## src/rtl/axi_fpgaware_ver_id.sv

```systemverilog
// -----------------------------------------------------------------------------
// axi_fpgaware_ver_id
// AXI4-Lite slave exposing one read-only version/ID word. Every read address
// returns ID, or i_external_value when i_set_external_value is high at the
// address handshake. Writes are acknowledged OKAY and discarded.
// s_axi_aresetn is a synchronous, active-high reset despite its name.
// -----------------------------------------------------------------------------
module axi_fpgaware_ver_id #(
   parameter int                    ADDR_WIDTH  = 32,
   parameter int                    DATA_WIDTH  = 32,
   parameter int                    WSTRB_WIDTH = DATA_WIDTH / 8,
   parameter logic [DATA_WIDTH-1:0] ID          = 32'h00000001
) (
   input  logic                   s_axi_aclk,
   input  logic                   s_axi_aresetn,
   // write address channel
   input  logic                   s_axi_awvalid,
   input  logic [ADDR_WIDTH-1:0]  s_axi_awaddr,
   output logic                   s_axi_awready,
   // write data channel
   input  logic                   s_axi_wvalid,
   input  logic [DATA_WIDTH-1:0]  s_axi_wdata,
   input  logic [WSTRB_WIDTH-1:0] s_axi_wstrb,
   output logic                   s_axi_wready,
   // write response channel
   output logic                   s_axi_bvalid,
   output logic [1:0]             s_axi_bresp,
   input  logic                   s_axi_bready,
   // read address channel
   input  logic                   s_axi_arvalid,
   input  logic [ADDR_WIDTH-1:0]  s_axi_araddr,
   output logic                   s_axi_arready,
   // read data channel
   output logic                   s_axi_rvalid,
   output logic [DATA_WIDTH-1:0]  s_axi_rdata,
   output logic [1:0]             s_axi_rresp,
   input  logic                   s_axi_rready,
   // ID source select
   input  logic                   i_set_external_value,
   input  logic [DATA_WIDTH-1:0]  i_external_value
);

   typedef enum logic [1:0] {R_IDLE, R_ADDR, R_DATA} rd_state_t;
   typedef enum logic [1:0] {W_IDLE, W_ACK,  W_RESP} wr_state_t;

   rd_state_t             r_rd_state;
   rd_state_t             w_rd_next;
   wr_state_t             r_wr_state;
   wr_state_t             w_wr_next;

   logic                  r_arready;
   logic                  r_rvalid;
   logic [DATA_WIDTH-1:0] r_rdata;
   logic                  r_awready;
   logic                  r_wready;
   logic                  r_bvalid;

   logic [DATA_WIDTH-1:0] w_rd_word;

   // Addresses, write data and strobes carry no meaning for a single ID word.
   logic                  w_unused_inputs;
   assign w_unused_inputs = &{1'b0, s_axi_awaddr, s_axi_wdata, s_axi_wstrb, s_axi_araddr};

   // Word returned by the next read, captured only at the address handshake.
   assign w_rd_word = i_set_external_value ? i_external_value : ID;

   // Read next-state: idle -> one-cycle arready -> hold rvalid until rready.
   always_comb begin
      // NOTE: default assigned first so every path drives w_rd_next; no latch.
      w_rd_next = r_rd_state;
      case (r_rd_state)
         R_IDLE:  if (s_axi_arvalid) w_rd_next = R_ADDR;
         R_ADDR:  w_rd_next = R_DATA;
         R_DATA:  if (s_axi_rready)  w_rd_next = R_IDLE;
         default: w_rd_next = R_IDLE;
      endcase
   end

   // Read state register and registered read-channel outputs.
   always_ff @(posedge s_axi_aclk) begin
      // NOTE: non-blocking so every register samples pre-edge values.
      if (s_axi_aresetn) begin
         r_rd_state <= R_IDLE;
         r_arready  <= 1'b0;
         r_rvalid   <= 1'b0;
         r_rdata    <= '0;
      end else begin
         r_rd_state <= w_rd_next;
         r_arready  <= (w_rd_next == R_ADDR);
         r_rvalid   <= (w_rd_next == R_DATA);
         if (r_rd_state == R_ADDR) r_rdata <= w_rd_word;
      end
   end

   // Write next-state: wait for address+data, ack both, hold bvalid until bready.
   always_comb begin
      w_wr_next = r_wr_state;
      case (r_wr_state)
         W_IDLE:  if (s_axi_awvalid && s_axi_wvalid) w_wr_next = W_ACK;
         W_ACK:   w_wr_next = W_RESP;
         W_RESP:  if (s_axi_bready) w_wr_next = W_IDLE;
         default: w_wr_next = W_IDLE;
      endcase
   end

   // Write state register and registered write-channel outputs.
   always_ff @(posedge s_axi_aclk) begin
      if (s_axi_aresetn) begin
         r_wr_state <= W_IDLE;
         r_awready  <= 1'b0;
         r_wready   <= 1'b0;
         r_bvalid   <= 1'b0;
      end else begin
         r_wr_state <= w_wr_next;
         r_awready  <= (w_wr_next == W_ACK);
         r_wready   <= (w_wr_next == W_ACK);
         r_bvalid   <= (w_wr_next == W_RESP);
      end
   end

   assign s_axi_arready = r_arready;
   assign s_axi_rvalid  = r_rvalid;
   assign s_axi_rdata   = r_rdata;
   assign s_axi_rresp   = 2'b00;
   assign s_axi_awready = r_awready;
   assign s_axi_wready  = r_wready;
   assign s_axi_bvalid  = r_bvalid;
   assign s_axi_bresp   = 2'b00;

endmodule

```

## config.mk

```make
export PLATFORM = sky130hd
export DESIGN_NAME = axi_fpgaware_ver_id
export DESIGN_NICKNAME = d
export VERILOG_FILES = /design/src/rtl/axi_fpgaware_ver_id.sv
export SDC_FILE = /design/constraint.sdc
export NUM_CORES = 1
export LEC_CHECK = 0
export ABC_AREA = 1
export CAP_MARGIN = 20
export CORE_MARGIN = 4
export CORE_UTILIZATION = 30
export CTS_CLUSTER_SIZE = 14
export DETAILED_ROUTE_END_ITERATION = 6
export GPL_ROUTABILITY_DRIVEN = 0
export GPL_TIMING_DRIVEN = 0
export PLACE_DENSITY = 0.82
export SYNTH_ARGS = -nofsm -noshare
export SYNTH_HDL_FRONTEND = slang
export SYNTH_SLANG_ARGS = --single-unit
```

## constraint.sdc

```tcl
create_clock -name s_axi_aclk -period 1.35 [get_ports s_axi_aclk]
set_clock_uncertainty 0.2 [all_clocks]
set_input_delay 0.2025 -clock s_axi_aclk [delete_from_list [all_inputs] [get_ports s_axi_aclk]]
set_output_delay 0.2025 -clock s_axi_aclk [all_outputs]
set_load 0.02 [all_outputs]
```

* Word-level counts from Yosys, hierarchy flattened
Cells that the tools add are included.
** Storage, ports and cells
- Bits in registers :: 40
- Bits in latches :: 0
- RAM bits :: 0
- Bits in read-only memories :: 0
- Bits of input ports :: 140
- Output and inout bits :: 41
- Memories kept :: 0
** Operators by class
- Add/sub/neg operators :: 0
- $mul :: 0
- Div/mod/pow operators :: 0
- $lt $le $gt $ge :: 0
- Equality and inequality tests :: 8
- Shift operators :: 0
- Muxes and demuxes :: 7
- Bitwise gates (word level) :: 0
- Reduce and logical (&&, ||, !) cells :: 3
** Operators with widths (number)
- 32-bit two-way mux :: 1
- 2-bit case mux with 3 select lines :: 2
- 2-bit by 1-bit == test with 1-bit output, second input constant :: 4
- 2-bit == test, second input constant :: 4
- 2-bit two-way mux :: 4
- 2-bit zero test :: 2
- 1-bit logical AND :: 1

* Longest topological paths before layout
- Depth after elaboration :: 4
- Mapped depth :: 6

* Least setup slack after synthesis
No wires, ideal clock.
- Path type :: register -> register
- Start point :: reg r_rd_state[1]
- End point :: reg r_rdata[11], in the netlist s_axi_rdata[11]
- Library setup time :: 0.113 ns
- Data arrival time :: 0.871 ns
- Data required time :: 1.037 ns
- Path slack :: 0.167 ns
- Cell stages (with the launch flop) :: 7
- Path buffers :: 2
- Clock period less this slack :: 1.183 ns
- Cell sequence :: dfxtp_1 > inv_1 > nand2_2 > buf_6 > buf_6 > nor2_1 > nor2_1
** Between the ends
- Word-level cells in the longest chain between the ends :: 1
** Ends and longest elaborated chain
- start, declared :: line 46 : rd_state_t r_rd_state;
- start signal, assigned :: line 88 : r_rd_state <= w_rd_next;
- 2-bit by 1-bit == test with 1-bit output :: line 91 : if (r_rd_state == R_ADDR) r_rdata <= w_rd_word;
- end signal, assigned :: line 91
- end, declared :: line 53 : logic [DATA_WIDTH-1:0] r_rdata;
No other way between the ends.
A chain may end at the register's enable or synchronous reset.

* Worst setup path in the final report
- Start point :: reg r_rdata[10], in the netlist s_axi_rdata[10]
- End point :: out s_axi_rdata[10]
** RTL lines
- end, declared :: line 35 : output logic [DATA_WIDTH-1:0] s_axi_rdata,
No word-level cell between the ends.

==> metrics.txt <==
WS Path Type=reg2out; final cell area excluding filler cells=2750 µm²; vias=1,808; leakage power=0.00157 µW; Synth Register Bits=40; Synth Area in Compound Gates=0.00412; largest net degree at the start of global routing=14; pwr dens=1080 nW/µm²; Synth area leaders=dfxtp_1, nand2_1, nor2_1; post-synthesis mux area share=0; CTS root buf=clkbuf_8; final hold vios=0; CP cell instances=clkdlybuf4s15_2; Std-Cell Rows=28; worst vdd ir=693 µV; Seq/Total Area, Yosys=0.439; TritonRoute pass-1 iters=4; drt total wl=4570 µm; DRT antenna net count=0; CTS tree=yes; Worst Path Buf+Inv=1; Fmax achieved=768 MHz; Worst setup SP type=register; DRC errors left=0; Worst-Skew Late Latency=280 ps; Ports=181; share of cells above drive strength 1=0.177; critical path's slowest cell=dfxtp_1; DIE AREA=7390 µm²; final worst path period share=0.965; slowest stage delay, CP=340 ps; Cell variety after synth=15; initial antenna violation count=0; synth warn=0; worst hold-check path type=in2reg; crit path time final=1300 ps; Die Height=86.0 µm; Area growth syn-to-layout=50.5%; synthesized-area fraction occupied by adder cells=0; wire per inst=9.95 µm; GRT overflow=0; largest family of logic cells by synthesized area=simple AND/OR/NAND/NOR gates; Initial Utilization=0.308; number of port buffers=76; post-synthesis cell area=1820 µm²; Post-DP HPWL=3410 µm; simple-gate area share of the yosys netlist=0.371; Pwr Total=2960 µW; first-pass GRT wire length=7600 µm; RSZ-0062 raised after global routing=no; H-tree depth=2; Ant. Diodes=0; Critical Path RT=950 ps; Layout Nets=523; Maximum Capacitance Violations=0; Synth Area in XOR/XNOR=0; Die Width=86.0 µm; Core Area=5920 µm²; Worst Path Arrival=900 ps; critical path endpoint category=output pin; status=finished clean; Synth area leader=dfxtp_1; TritonCTS Buffers=5; CP top delay family=flip-flops; worst-case clock buffer depth=2; top cell type's share of synthesized area=0.439; # setup viols final=0; Hold-fix buffers, CTS=0; max-slew violations=0; placed inst area=2690 µm²; Tot GR Track Use=0.129; Cells after Synth=297; clock sinks=40; worst-path fanout max=2; DR vias/cell=3.94; vias in the first global route=1,743; Core Util, Final=0.464; Mapped Avg Cell Area=6.14 µm²; initial detailed-routing violation count=62; clock slew at the register clock pins of the worst setup and hold paths=80 ps
==> cell usage in the layout, fill, tap and decap left out, types with 4 or more instances in the layout <==
master,Yosys,routed
nand2_1,96,96
buf_2,7,16
clkbuf_2,0,9
nor2_1,74,73
dfxtp_1,40,39
clkdlybuf4s15_2,0,16
inv_1,60,59
clkdlybuf4s50_1,0,39
nand3_1,4,4
clkbuf_8,0,5
conb_1,1,4
buf_4,5,8
==> worst paths after layout <==
| check | start | cells past startpoint | slack [ps] | end |
|---|---|---|---|---|
| max | s_axi_rdata[10] | 1 | 50 | s_axi_rdata[10] |
| min | s_axi_arvalid | 3 | 280 | r_rd_state[0] |
| max reg2reg | r_rd_state[1] | 6 | 100 | s_axi_rdata[3] |
| min reg2reg | s_axi_rdata[4] | 2 | 290 | s_axi_rdata[4] |
==> per-stage QoR <==
step	setup slack, ps	hold WS [ps]	cells	setup TNS, ps
floorplan	167	152	300	0
global placement	-368	265	451	-11180
detailed placement	-377	284	451	-11490
CTS	2.18	274	459	0
global route	0.737	312	459	0
finish	47.7	284	459	0
==> metal layers <==
metal | vias up | part of all wire | global-route usage
li1 | 990 | - | -
met1 | 743 | 0.43 | 0.154
met2 | 65 | 0.46 | 0.215
met3 | 10 | 0.091 | 0.0394
met4 | 0 | 0.019 | 0.0504
met5 | - | 0 | 0
==> cell usage after synthesis <==
library cell and count:
buf_2 7, clkinv_1 1, nand3_1 4, conb_1 1, dfxtp_1 40, inv_1 60, buf_4 5, nor2_1 74
nand2_1 96, buf_1 1, or2_2 2, clkbuf_1 2, o21a_1 1, buf_6 2, nand2_2 1
==> cells by family after synthesis <==
family | after synthesis
AO/OA/AOI/OAI | 1
buffers and inverters | 78
flip-flops | 40
other | 1
AND/OR/NAND/NOR | 177
==> registers in the layout, indices dropped and copies added, names as in the netlist <==
| signal | flops |
|---|---|
| s_axi_rdata | 32 |
| r_rd_state | 2 |
| r_wr_state | 2 |
| s_axi_arready | 1 |
| s_axi_bvalid | 1 |
| s_axi_rvalid | 1 |
| s_axi_wready | 1 |
==> power breakdown <==
part	internal (µW)	switching (µW)
clock network	547	423
registers	1270	44.5
logic	308	364
total	2120	832
==> final cells by class <==
cell class | count | area [µm²]
clock inverter | 3 | 42.5
fill | 622 | 3180
clock buffer | 5 | 68.8
buffer | 17 | 120
multi-input combinational | 182 | 702
timing repair buffer | 76 | 683
inverter | 61 | 233
tap | 75 | 93.8
sequential | 40 | 802
==> what timing repair did <==
item	4_1_cts	5_1_grt
endpoints found under the setup margin	67	50
gates resized for setup	101	33
setup buffers	0	0
(Power assumes the default switching activity.)
==> RTL edit 1, RTL diff (same flow settings) <==
Change the parameter `DATA_WIDTH` from 32 to 28.
--- a/src/rtl/axi_fpgaware_ver_id.sv
+++ b/src/rtl/axi_fpgaware_ver_id.sv
@@ -9,3 +9,3 @@
    parameter int                    ADDR_WIDTH  = 32,
-   parameter int                    DATA_WIDTH  = 32,
+   parameter int                    DATA_WIDTH  = 28,
    parameter int                    WSTRB_WIDTH = DATA_WIDTH / 8,
Ports: changed (resized i_external_value, s_axi_rdata, s_axi_wdata and s_axi_wstrb); port bits go from 181 to 168. The function was not compared with the original's and may differ.
==> RTL edit 1 against the original RTL <==
Wire length down 12%; count of clock-buffer cells in the layout up 2; setup slack worse by 0.015 ns; first-iteration DRC count down 58%; sequential cell count down 4; register-to-register slack better by 0.07 ns; synthesized cell count down 10%; area after synthesis down 8.8%; total power down 12%; critical path depth unchanged; design area down 11%.
==> RTL edit 1: results (changes against the original RTL) <==
[outcome]
outcome=finished clean

[layout]
fillerInstances=550  ; -12%
num_antenna_cells=0  ; unchanged
nNetsFinal=475  ; -9.2%
largest_register_ffs=28  ; -13%
sh_seq_area_pct=29.54  ; +0.33 points
clk_share_pct=3.943  ; -0.11 points
nNonClkInverters=56  ; -8.2%
bufAreaShareNonClock_pct=28.62  ; -0.64 points
multi_input_area_share_pct=25.70  ; +0.13 points
multi_input_gates=162  ; -11%
signal_buffers=83  ; -11%
fin_cells=414  ; -9.8%
layout-drive-gt1-share_pct=15.99  ; -1.7 points
final.clkbuf_count=7  ; +2

[synthesis]
async_flop_share_pct=0  ; unchanged
synth_top_cells_by_count=nand2_1, nor2_1, inv_1
yosysSeqAreaShare_pct=43.31  ; -0.59 points
synthFlopType=dfxtp_1
yosys-top-cells-area=dfxtp_1, nand2_1, nor2_1
syn_area_per_cell_um2=6.233  ; +1.5%
synth.distinct_cells=14  ; -1

[global_routing]
grt.met2_usage_pct=22.28  ; +0.76 points
grt_pass1_wl_um=6361  ; -16%
grt_use_met3_pct=4.338  ; +0.40 points
grt_max_degree=11  ; -3
first_global_vias=1506  ; -14%
track_usage_pct=12.28  ; -0.61 points
grt_use_met1_pct=12.94  ; -2.5 points

[route]
drt_iter0_drc=26  ; -58%
vias=1616  ; -11%
dr_wl_met2_um=1927  ; -7.8%
wl_met3_um=366  ; -12%
drt-met1-wl_um=1711  ; -13%
routedWlPerCell_um=9.751  ; -2.0%

[clocking]
post_cts_resized=69  ; -32%
cts_buffers=5  ; unchanged
clock_sinks=36  ; -10%
cts_root_buf=clkbuf_8
cts_max_level=2  ; unchanged

[pwr]
ir_drop_mv=0.5177  ; -25%
leakagePower_uw=0.001429  ; -8.9%

[worst_hold_path]
min_path_type=in -> reg
hold_depth=5  ; +2

[floorplan]
die_w_um=82.48  ; -4.1%

[setup_path]
crit_fanout=2  ; unchanged
crit_family=flip-flops
reg2reg_depth=5  ; -1
crit_path_top_delay_cell=dfxtp_1

[place]
io_buffers=67  ; -12%
dp_slack_ns=-0.2985  ; +0.07884 ns
dp_hpwl_um=3096  ; -9.2%

[RTL edit 1: logic make-up after synthesis]
kind of cell           share of synthesized area (%)
and+or+nand+nor                                36.09
other                                         0.2253
buffers and inverters                          19.62
DFF                                            43.31
AOI/OAI and AO/OA                             0.7518
[RTL edit 1: through the flow]
stage                     cell area (um2)  power [uW]
final                                2444        2591
after global routing                 2444        2740
after CTS                            2531        2647
after detailed placement             2434        1854
after global placement               2434        1842
after floorplan                      1675        1557
[RTL edit 1: worst paths after layout]
path,endpoint,from,slack (ns)
max,s_axi_rdata[0],s_axi_rdata[0],0.03
min,s_axi_rdata[10],i_set_external_value,0.12
max reg2reg,s_axi_rdata[6],r_rd_state[1],0.17
min reg2reg,s_axi_rdata[14],s_axi_rdata[14],0.31
[RTL edit 1: power by group]
part | internal [uW] | switching (uW)
logic | 270 | 323
registers | 1140 | 40.1
clock network | 454 | 361
total | 1870 | 725
==> RTL edit 2, RTL diff (config.mk and constraints unchanged) <==
Made on the original files. The 3 states of `wr_state_t` get a one-hot encoding in 3 bits.
--- a/src/rtl/axi_fpgaware_ver_id.sv
+++ b/src/rtl/axi_fpgaware_ver_id.sv
@@ -43,3 +43,3 @@
    typedef enum logic [1:0] {R_IDLE, R_ADDR, R_DATA} rd_state_t;
-   typedef enum logic [1:0] {W_IDLE, W_ACK,  W_RESP} wr_state_t;
+   typedef enum logic [2:0] {W_IDLE = 3'b001, W_ACK = 3'b010,  W_RESP = 3'b100} wr_state_t;
 
Function: no difference found for any inputs over 10 cycles, from zero or initial values and one cycle with s_axi_aresetn high; not proved beyond that.
==> RTL edit 2 against the original RTL <==
Non-clock buffer count unchanged; global-route usage down 0.62 points; die area down 0.87%; area after synthesis down 0.96%; wire length down 5.3%; setup slack worse by 0.020 ns; design area down 3.0%; total power down 14%; register-to-register slack better by 0.02 ns; sequential cell count up 1.
==> RTL edit 2: results (changes against the original RTL) <==
[synthesis]
yosys-top-cells-area=dfxtp_1, nand3_2, a21oi_2
synth.distinct_cells=18  ; +3
yosysSeqAreaShare_pct=45.43  ; +1.5 points
synth_top_cells_by_count=dfxtp_1, nand2_1, a21oi_2, nand3_2, buf_2

[pwr]
leakagePower_uw=0.0009526  ; -39%
ir_drop_mv=0.3580  ; -48%
seqPwrFrac_pct=50.4  ; +6.0 points
comb-power_uw=478  ; -29%
p_switching_uw=656.8  ; -21%

[layout]
bufAreaShareNonClock_pct=29.93  ; +0.67 points
fillerInstances=608  ; -2.3%
final.clkbuf_count=7  ; +2
design.seq.count=41  ; +2.5%
nNonClkInverters=5  ; -92%
nNetsFinal=411  ; -21%
multi_input_area_um2=840.8  ; +20%
multi_input_gates=125  ; -31%
area_growth_pct=47.37
layout-drive-gt1-share_pct=43.91  ; +26 points

[global_routing]
grt_use_met1_pct=15.57  ; +0.15 points
grt.met2_usage_pct=19.70  ; -1.8 points
grt_max_degree=12  ; -2
first_global_vias=1493  ; -14%
grt_pass1_wl_um=7113  ; -6.4%

[outcome]
outcome=finished clean

[route]
drt-met1-wl_um=1979  ; +0.10%
routed_wl_um=4326  ; -5.3%
dr_wl_met2_um=1921  ; -8.1%
wl_met3_um=354  ; -14%

[setup_path]
arrival_ns=0.92  ; +0.02 ns

[place]
dp_slack_ns=-0.2358  ; +0.1415 ns
place_area_mm2=0.002663  ; -1.0%
io_buffers=75  ; -1.3%

[clocking]
post_cts_resized=84  ; -17%

==> RTL edit 2: stage by stage <==
step,power (uW),std cells
6_report,2540,346
5_1_grt,2681,346
4_1_cts,2604,346
3_5_place_dp,1814,339
3_3_place_gp,1812,339
2_1_floorplan,1572,189
==> RTL edit 2: cells by family after synthesis <==
logic type      after synthesis  share of synthesized area [%]
simple gates                 86                          29.78
flops                        41                          45.43
compound gates               35                          15.93
buf+inv                      23                          8.657
other cells                   1                         0.2076
==> RTL edit 2: worst paths after layout <==
| check | depth (start not counted) | to | slack (ns) | start |
|---|---|---|---|---|
| max | 1 | s_axi_rdata[23] | 0.03 | s_axi_rdata[23] |
| min reg2reg | 2 | s_axi_rdata[14] | 0.27 | s_axi_rdata[14] |
| max reg2reg | 5 | s_axi_rdata[12] | 0.12 | r_rd_state[1] |
| min | 2 | s_axi_rdata[16] | 0.02 | s_axi_aresetn |
